<file path="src/rtl/chip_bus_pkg.sv">
// chip_bus_pkg: shared widths, stride and word/address/count types for the chip-bus endpoint
package chip_bus_pkg;
    localparam int DATA_W      = 64;
    localparam int ADDR_W      = 32;
    localparam int ADDR_STRIDE = 8;
    typedef logic [DATA_W-1:0] data_t;
    typedef logic [ADDR_W-1:0] addr_t;
    typedef logic [15:0]       count_t;
endpackage

</file>
<file path="src/rtl/chip_bus_parity.sv">
// chip_bus_parity: combinational even-parity bit (XOR reduction) of a data word
module chip_bus_parity #(
    parameter int W = 64
) (
    input  logic [W-1:0] par_data,
    output logic         par_bit
);
    assign par_bit = ^par_data;
endmodule

</file>
<file path="src/rtl/chip_bus_modport.sv">
// chip_bus_modport: clocked Read address issuer plus parity service; CHIP_BUS_CALL_COUNT_EN adds saturating call counters
module chip_bus_modport #(
    parameter int                DATA_W      = chip_bus_pkg::DATA_W,
    parameter int                ADDR_W      = chip_bus_pkg::ADDR_W,
    parameter logic [ADDR_W-1:0] ADDR_BASE   = '0,
    parameter int                ADDR_STRIDE = chip_bus_pkg::ADDR_STRIDE
) (
    input  logic              clock,
    input  logic              resetN,
    input  logic              rd_req,
    input  logic [DATA_W-1:0] rd_data,
    output logic              rd_ack,
    output logic [ADDR_W-1:0] rd_addr,
    output logic [DATA_W-1:0] rd_data_q,
    input  logic              par_req,
    input  logic [DATA_W-1:0] par_data,
    output logic              par_bit,
    output logic [15:0]       rd_calls,
    output logic [15:0]       par_calls
);
    import chip_bus_pkg::*;

    logic [ADDR_W-1:0] addr_ptr;

    chip_bus_parity #(.W(DATA_W)) u_parity (
        .par_data (par_data),
        .par_bit  (par_bit)
    );

    // accept every requested Read: pulse ack, publish the current pointer, then advance it (wrapping)
    always_ff @(posedge clock or negedge resetN) begin
        if (!resetN) begin
            rd_ack    <= 1'b0;
            rd_addr   <= '0;
            rd_data_q <= '0;
            addr_ptr  <= ADDR_BASE;
        end else begin
            rd_ack <= rd_req;
            if (rd_req) begin
                rd_addr   <= addr_ptr;
                rd_data_q <= rd_data;
                addr_ptr  <= addr_ptr + ADDR_W'(ADDR_STRIDE);
            end
        end
    end

`ifdef CHIP_BUS_CALL_COUNT_EN
    count_t rd_cnt, par_cnt;

    // saturating call counters, stuck at all-ones once full
    always_ff @(posedge clock or negedge resetN) begin
        if (!resetN) begin
            rd_cnt  <= '0;
            par_cnt <= '0;
        end else begin
            rd_cnt  <= rd_cnt + count_t'(rd_req && rd_cnt != '1);
            par_cnt <= par_cnt + count_t'(par_req && par_cnt != '1);
        end
    end

    assign rd_calls  = rd_cnt;
    assign par_calls = par_cnt;
`else
    logic unused_par_req;
    assign unused_par_req = par_req;
    assign rd_calls  = '0;
    assign par_calls = '0;
`endif
endmodule

</file>
<file path="config.mk">
export PLATFORM = sky130hd
export DESIGN_NAME = chip_bus_modport
export DESIGN_NICKNAME = d
export VERILOG_FILES = /design/src/rtl/chip_bus_pkg.sv /design/src/rtl/chip_bus_parity.sv /design/src/rtl/chip_bus_modport.sv
export SDC_FILE = /design/constraint.sdc
export NUM_CORES = 1
export LEC_CHECK = 0
export ABC_CLOCK_PERIOD_IN_PS = 3700
export BUFFER_PORTS_ARGS = -buffer_cell sky130_fd_sc_hd__buf_4
export CORE_MARGIN = 2
export CORE_UTILIZATION = 25
export DETAILED_ROUTE_END_ITERATION = 6
export GPL_ROUTABILITY_DRIVEN = 0
export MAX_ROUTING_LAYER = met4
export SYNTH_ARGS = -nofsm -noshare
export SYNTH_HDL_FRONTEND = slang
export SYNTH_SLANG_ARGS = --single-unit
</file>
<file path="constraint.sdc">
create_clock -name clock -period 3.7 [get_ports clock]
set_clock_uncertainty 0.2 [all_clocks]
set_input_delay 0.74 -clock clock [delete_from_list [all_inputs] [get_ports clock]]
set_output_delay 0.74 -clock clock [all_outputs]
set_load 0.01 [all_outputs]
</file>
# [Word-level counts from Yosys, hierarchy flattened]
# Index checks and enable logic that the tools add are counted.
[word_totals] register_bits=129 latch_bits=0 mem_bits_rw=0 mem_bits_ro=0 inputBits=132 output_inout_bits=130 wordCells=6 n_memories=0
[classes] add_sub_neg=1 multipliers=0 div_mod_pow=0 n_lt_le_gt_ge=0 n_eq_ne=0 shift=0 mux=0 bitwise=0 n_reduce_logical=1
[op_table] op="64-bit XOR reduction" n=1
[op_table] op="32-bit by 4-bit adder with 32-bit output (second input constant)" n=1

# [Logic depth before layout (Yosys ltp)]
[depth] word_depth=1 depth_mapped=7 depth_no_buf=6

# [Hierarchy]
# Synthesis repeated with hierarchy kept, for this count alone.
[hier_totals] cells_unflattened=405 hier_area_um2=5580.4
[by_module_without_submodules] module="chip_bus_modport" n_inst=1 cells_each=342 area_each_um2=5028.6 seq_area_each_um2=3078.0
[by_module_without_submodules] module="chip_bus_parity" n_inst=1 cells_each=63 area_each_um2=551.8 seq_area_each_um2=0.0

# [Worst setup path before layout]
# Ideal clock, no wire load.
[synth_timing] path_type="in2out" startpoint="input par_data[26]" endpoint="output par_bit" arrival_ps=1716 t_required_ps=2760 setup_slack_ps=1044 cell_stages=6 path_buffers=0 path_cell_list="xor2_1 -> xnor2_1 -> xnor2_1 -> xnor2_1 -> xnor2_1 -> xnor2_1"
[synth_via] elab_chain_len=1
[synth_lines] item="start: declaration" line="chip_bus_modport.sv:16" source="input logic [DATA_W-1:0] par_data,"
[synth_lines] item="64-bit XOR reduction" line="chip_bus_parity.sv:8" source="assign par_bit = ^par_data;"
[synth_lines] item="end: declaration" line="chip_bus_modport.sv:17" source="output logic par_bit,"
# No other way between the ends.

# [Worst setup path in the final report]
# Same ends and word-level chain as after synthesis.

==> out/summary.txt <==
Number of DRC markers after the initial detailed-route iteration -> 113
Post-synthesis to final-layout area growth -> 45.07%
Number of cells in the finished layout apart from fillers -> 927
Yosys Warn Count -> 0
Biggest fanout along the worst timing path -> 1
Unrepaired setup endpoints after global routing -> no
Max Slew Vio Count -> 0
Synthesized area per cell -> 13.80 µm²
Setup crit start -> par_data[26]
Endpoint of the most critical register-to-register path -> addr_ptr[31]
Final setup violation count -> 0
Standard cell core area -> 21,760 µm²
Htree depth -> 4
Highest-delay cell along the critical path -> sky130_fd_sc_hd__xnor2_1
Antenna diodes -> 0
Wire length of the first global-routing pass -> 20.91 mm
Post-detailed-route DRC marker count -> 0
Worst EP required -> 2.76 ns
Die Height -> 152.4 µm
Register clock-pin slew on the reported worst setup and hold paths -> 0.06 ns
Die footprint -> 23,230 µm²
Dpl hpwl -> 9.378 mm
Worst reg2reg path depth -> 6
Final net count -> 768
Pwr dens -> 515.4 nW/µm²
CTS Sinks -> 123
Via count of the first global-routing pass -> 3,770
Bufs on Longest Clock Path -> 2
Iteration count of the initial detailed-routing pass -> 4
CP max stage delay -> 0.22 ns
Die extent in x -> 152.4 µm
Post-synthesis sequential area ratio -> 55.88%
Fraction of final layout cells sized beyond drive strength 1 -> 55.02%
Post-DR wirelength/cell -> 14.29 µm
Summed negative setup slack over all endpoints -> 0 ns
Final period util -> 80.17%
Largest cells by area after synthesis -> sky130_fd_sc_hd__dfrtp_1 (56%), sky130_fd_sc_hd__mux2_2 (19%), sky130_fd_sc_hd__xnor2_1 (13%), sky130_fd_sc_hd__buf_4 (4.9%), sky130_fd_sc_hd__xor2_1 (1.9%)
Synth Instances -> 399
CTS-repair resized insts -> 0
Transition time at the pin with the least slew margin -> 0.6503 ns
#FFs+latches synth -> 123
Post-detailed-route count of antenna-violating nets -> 0
Slack of the worst reg-to-reg path -> 1.69 ns
Worst path most repeated cell -> sky130_fd_sc_hd__xnor2_1
Routed via count divided by cell count -> 4.013
Time the worst path needs with I/O delays and setup -> 2.966 ns
Wire length reported by the detailed router -> 13.25 mm
GRT Overall Usage -> 11.79%
Fmax achieved -> 0.3371 GHz
Result of the run -> finished, final reports clean
Aggregate global routing overflow -> 0
Syn Std Cell Area -> 5508 µm²
Number of setup buffers added after CTS -> 0
Endpoints failing hold -> 0
Number of vias after detailed routing -> 3,720
Hold buffer count at cts -> 0
Leading area contributor after synthesis -> sky130_fd_sc_hd__dfrtp_1
Yosys cell types -> 23
Max VDD drop -> 284.7 µV
Crit path capture type -> output port
Crit path cell chain -> buf_4, xor2_1, xnor2_1, xnor2_1, xnor2_1, xnor2_1, xnor2_1, buf_4
Setup slack after placement -> 0.7090 ns
Kind of critical path -> in2out
Worst R2R Start -> addr_ptr[3]
Arrival time at the worst endpoint -> 2.03 ns
Setup ws final -> 0.7338 ns
Startpoint type of the worst setup path -> input port
Max-slew headroom -> 56.65%
Category of cells accounting for the largest share of critical-path delay -> XOR/XNOR gates
CTS Root Cell -> sky130_fd_sc_hd__clkbuf_16
Clock tree from TritonCTS -> done
Class of the tightest hold or removal check -> in2async
Leakage Power -> 3.789 nW
Worst skew pair latency -> 0.41 ns
Antenna violations before repair -> 0
Placed insts -> 896
CP Buf/Inv Count -> 2
Final core area utilization -> 36.73%
Number of placement rows -> 54
Number of port buffers -> 225
Final Cell Area -> 7990 µm²
Max-capacitance violation count -> 0
Area share of the leading cell type in the synthesized netlist -> 55.88%
Top-level I/O count -> 262
Initial standard-cell utilization of the core -> 25.32%
Clock buffer count from CTS -> 17
Largest net degree at the start of global routing -> 99
Placed Area -> 7418 µm²
[layer usage]
metal / part of all wire, % / track usage (%) / up-vias
met3: 6.5 / 3.185 / 14
met4: 1.5 / 4.409 / 0
met2: 49 / 18.81 / 154
met5: 0 / - / -
met1: 43 / 14.37 / 1811
li1: - / - / 1741
[where the power goes]
group	switching (mW)	internal, mW	total (mW)
clock network	0.593	1.04	1.63
logic	0.370	0.523	0.893
registers	0.105	1.49	1.59
total	1.07	3.05	4.12
[worst max path at each step]
stage / end / slack (ns) / depth (start not counted)
after detailed placement: par_bit / 0.71 / 8
final: par_bit / 0.73 / 8
after global placement: par_bit / 0.69 / 8
after floorplan: par_bit / 1.04 / 6
after global routing: par_bit / 0.59 / 8
after CTS: par_bit / 0.69 / 8
[flip-flops by register name, summed over array words and instances, names as in the netlist]
| name | cells |
|---|---|
| addr_ptr | 29 |
| rd_ack | 1 |
| rd_addr | 29 |
| rd_data_q | 64 |
[cell families after synthesis]
kind of cell,after synthesis,synth area share [%]
xor+xnor,91,14.47
fa+ha+maj,1,0.2271
buf+inv,47,5.725
flops,123,55.88
mux,94,19.22
other cells,1,0.06809
simple gates,42,4.407
[metrics by stage]
step,total power [mW],hold slack [ns]
floorplan,2.105,0.2402
global placement,2.524,0.2644
detailed placement,2.532,0.2722
CTS,4.190,0.1726
global route,4.326,0.1886
finish,4.118,0.1532
[Yosys cell counts]
cell / count
sky130_fd_sc_hd__nor2_1: 3
sky130_fd_sc_hd__or2_4: 1
sky130_fd_sc_hd__buf_2: 3
sky130_fd_sc_hd__xor2_1: 12
sky130_fd_sc_hd__and3_1: 5
sky130_fd_sc_hd__and3_2: 1
sky130_fd_sc_hd__clkbuf_1: 7
sky130_fd_sc_hd__nor2_2: 1
sky130_fd_sc_hd__xnor2_1: 79
sky130_fd_sc_hd__and3_4: 1
sky130_fd_sc_hd__ha_1: 1
sky130_fd_sc_hd__conb_1: 1
sky130_fd_sc_hd__nand3_1: 7
sky130_fd_sc_hd__dfrtp_1: 123
sky130_fd_sc_hd__mux2_2: 94
sky130_fd_sc_hd__inv_1: 1
sky130_fd_sc_hd__nand2b_1: 1
sky130_fd_sc_hd__buf_4: 36
sky130_fd_sc_hd__nand4_1: 5
sky130_fd_sc_hd__and4_1: 1
sky130_fd_sc_hd__nand4_4: 1
sky130_fd_sc_hd__nor2_4: 1
sky130_fd_sc_hd__nand2_1: 14
[layout make-up]
cell class	instances	area, µm²
clock buffers	24	481.7
clock inverters	7	90.09
fillers	2161	13770
inverters	1	3.754
multi-input cells	263	2242
flip-flops and latches	123	3078
well taps	280	350.3
repair buffers	229	1744
[layout by cell type, fill, tap and decap left out, types with 2 or more instances in the layout]
| cell type | netlist | routed |
|---|---|---|
| sky130_fd_sc_hd__bufinv_16 | 0 | 2 |
| sky130_fd_sc_hd__nand4_1 | 5 | 5 |
| sky130_fd_sc_hd__dfrtp_1 | 123 | 123 |
| sky130_fd_sc_hd__clkinv_2 | 0 | 3 |
| sky130_fd_sc_hd__xnor2_1 | 79 | 79 |
| sky130_fd_sc_hd__and3_1 | 5 | 5 |
| sky130_fd_sc_hd__mux2_2 | 94 | 94 |
| sky130_fd_sc_hd__clkbuf_8 | 0 | 3 |
| sky130_fd_sc_hd__buf_12 | 0 | 2 |
| sky130_fd_sc_hd__clkbuf_16 | 0 | 17 |
| sky130_fd_sc_hd__clkbuf_1 | 7 | 4 |
| sky130_fd_sc_hd__buf_4 | 36 | 227 |
| sky130_fd_sc_hd__nand3_1 | 7 | 7 |
| sky130_fd_sc_hd__nand2_1 | 14 | 14 |
| sky130_fd_sc_hd__clkinvlp_4 | 0 | 2 |
| sky130_fd_sc_hd__conb_1 | 1 | 35 |
| sky130_fd_sc_hd__nor2_1 | 3 | 3 |
| sky130_fd_sc_hd__xor2_1 | 12 | 12 |
Power figures use the tool's default switching activity.
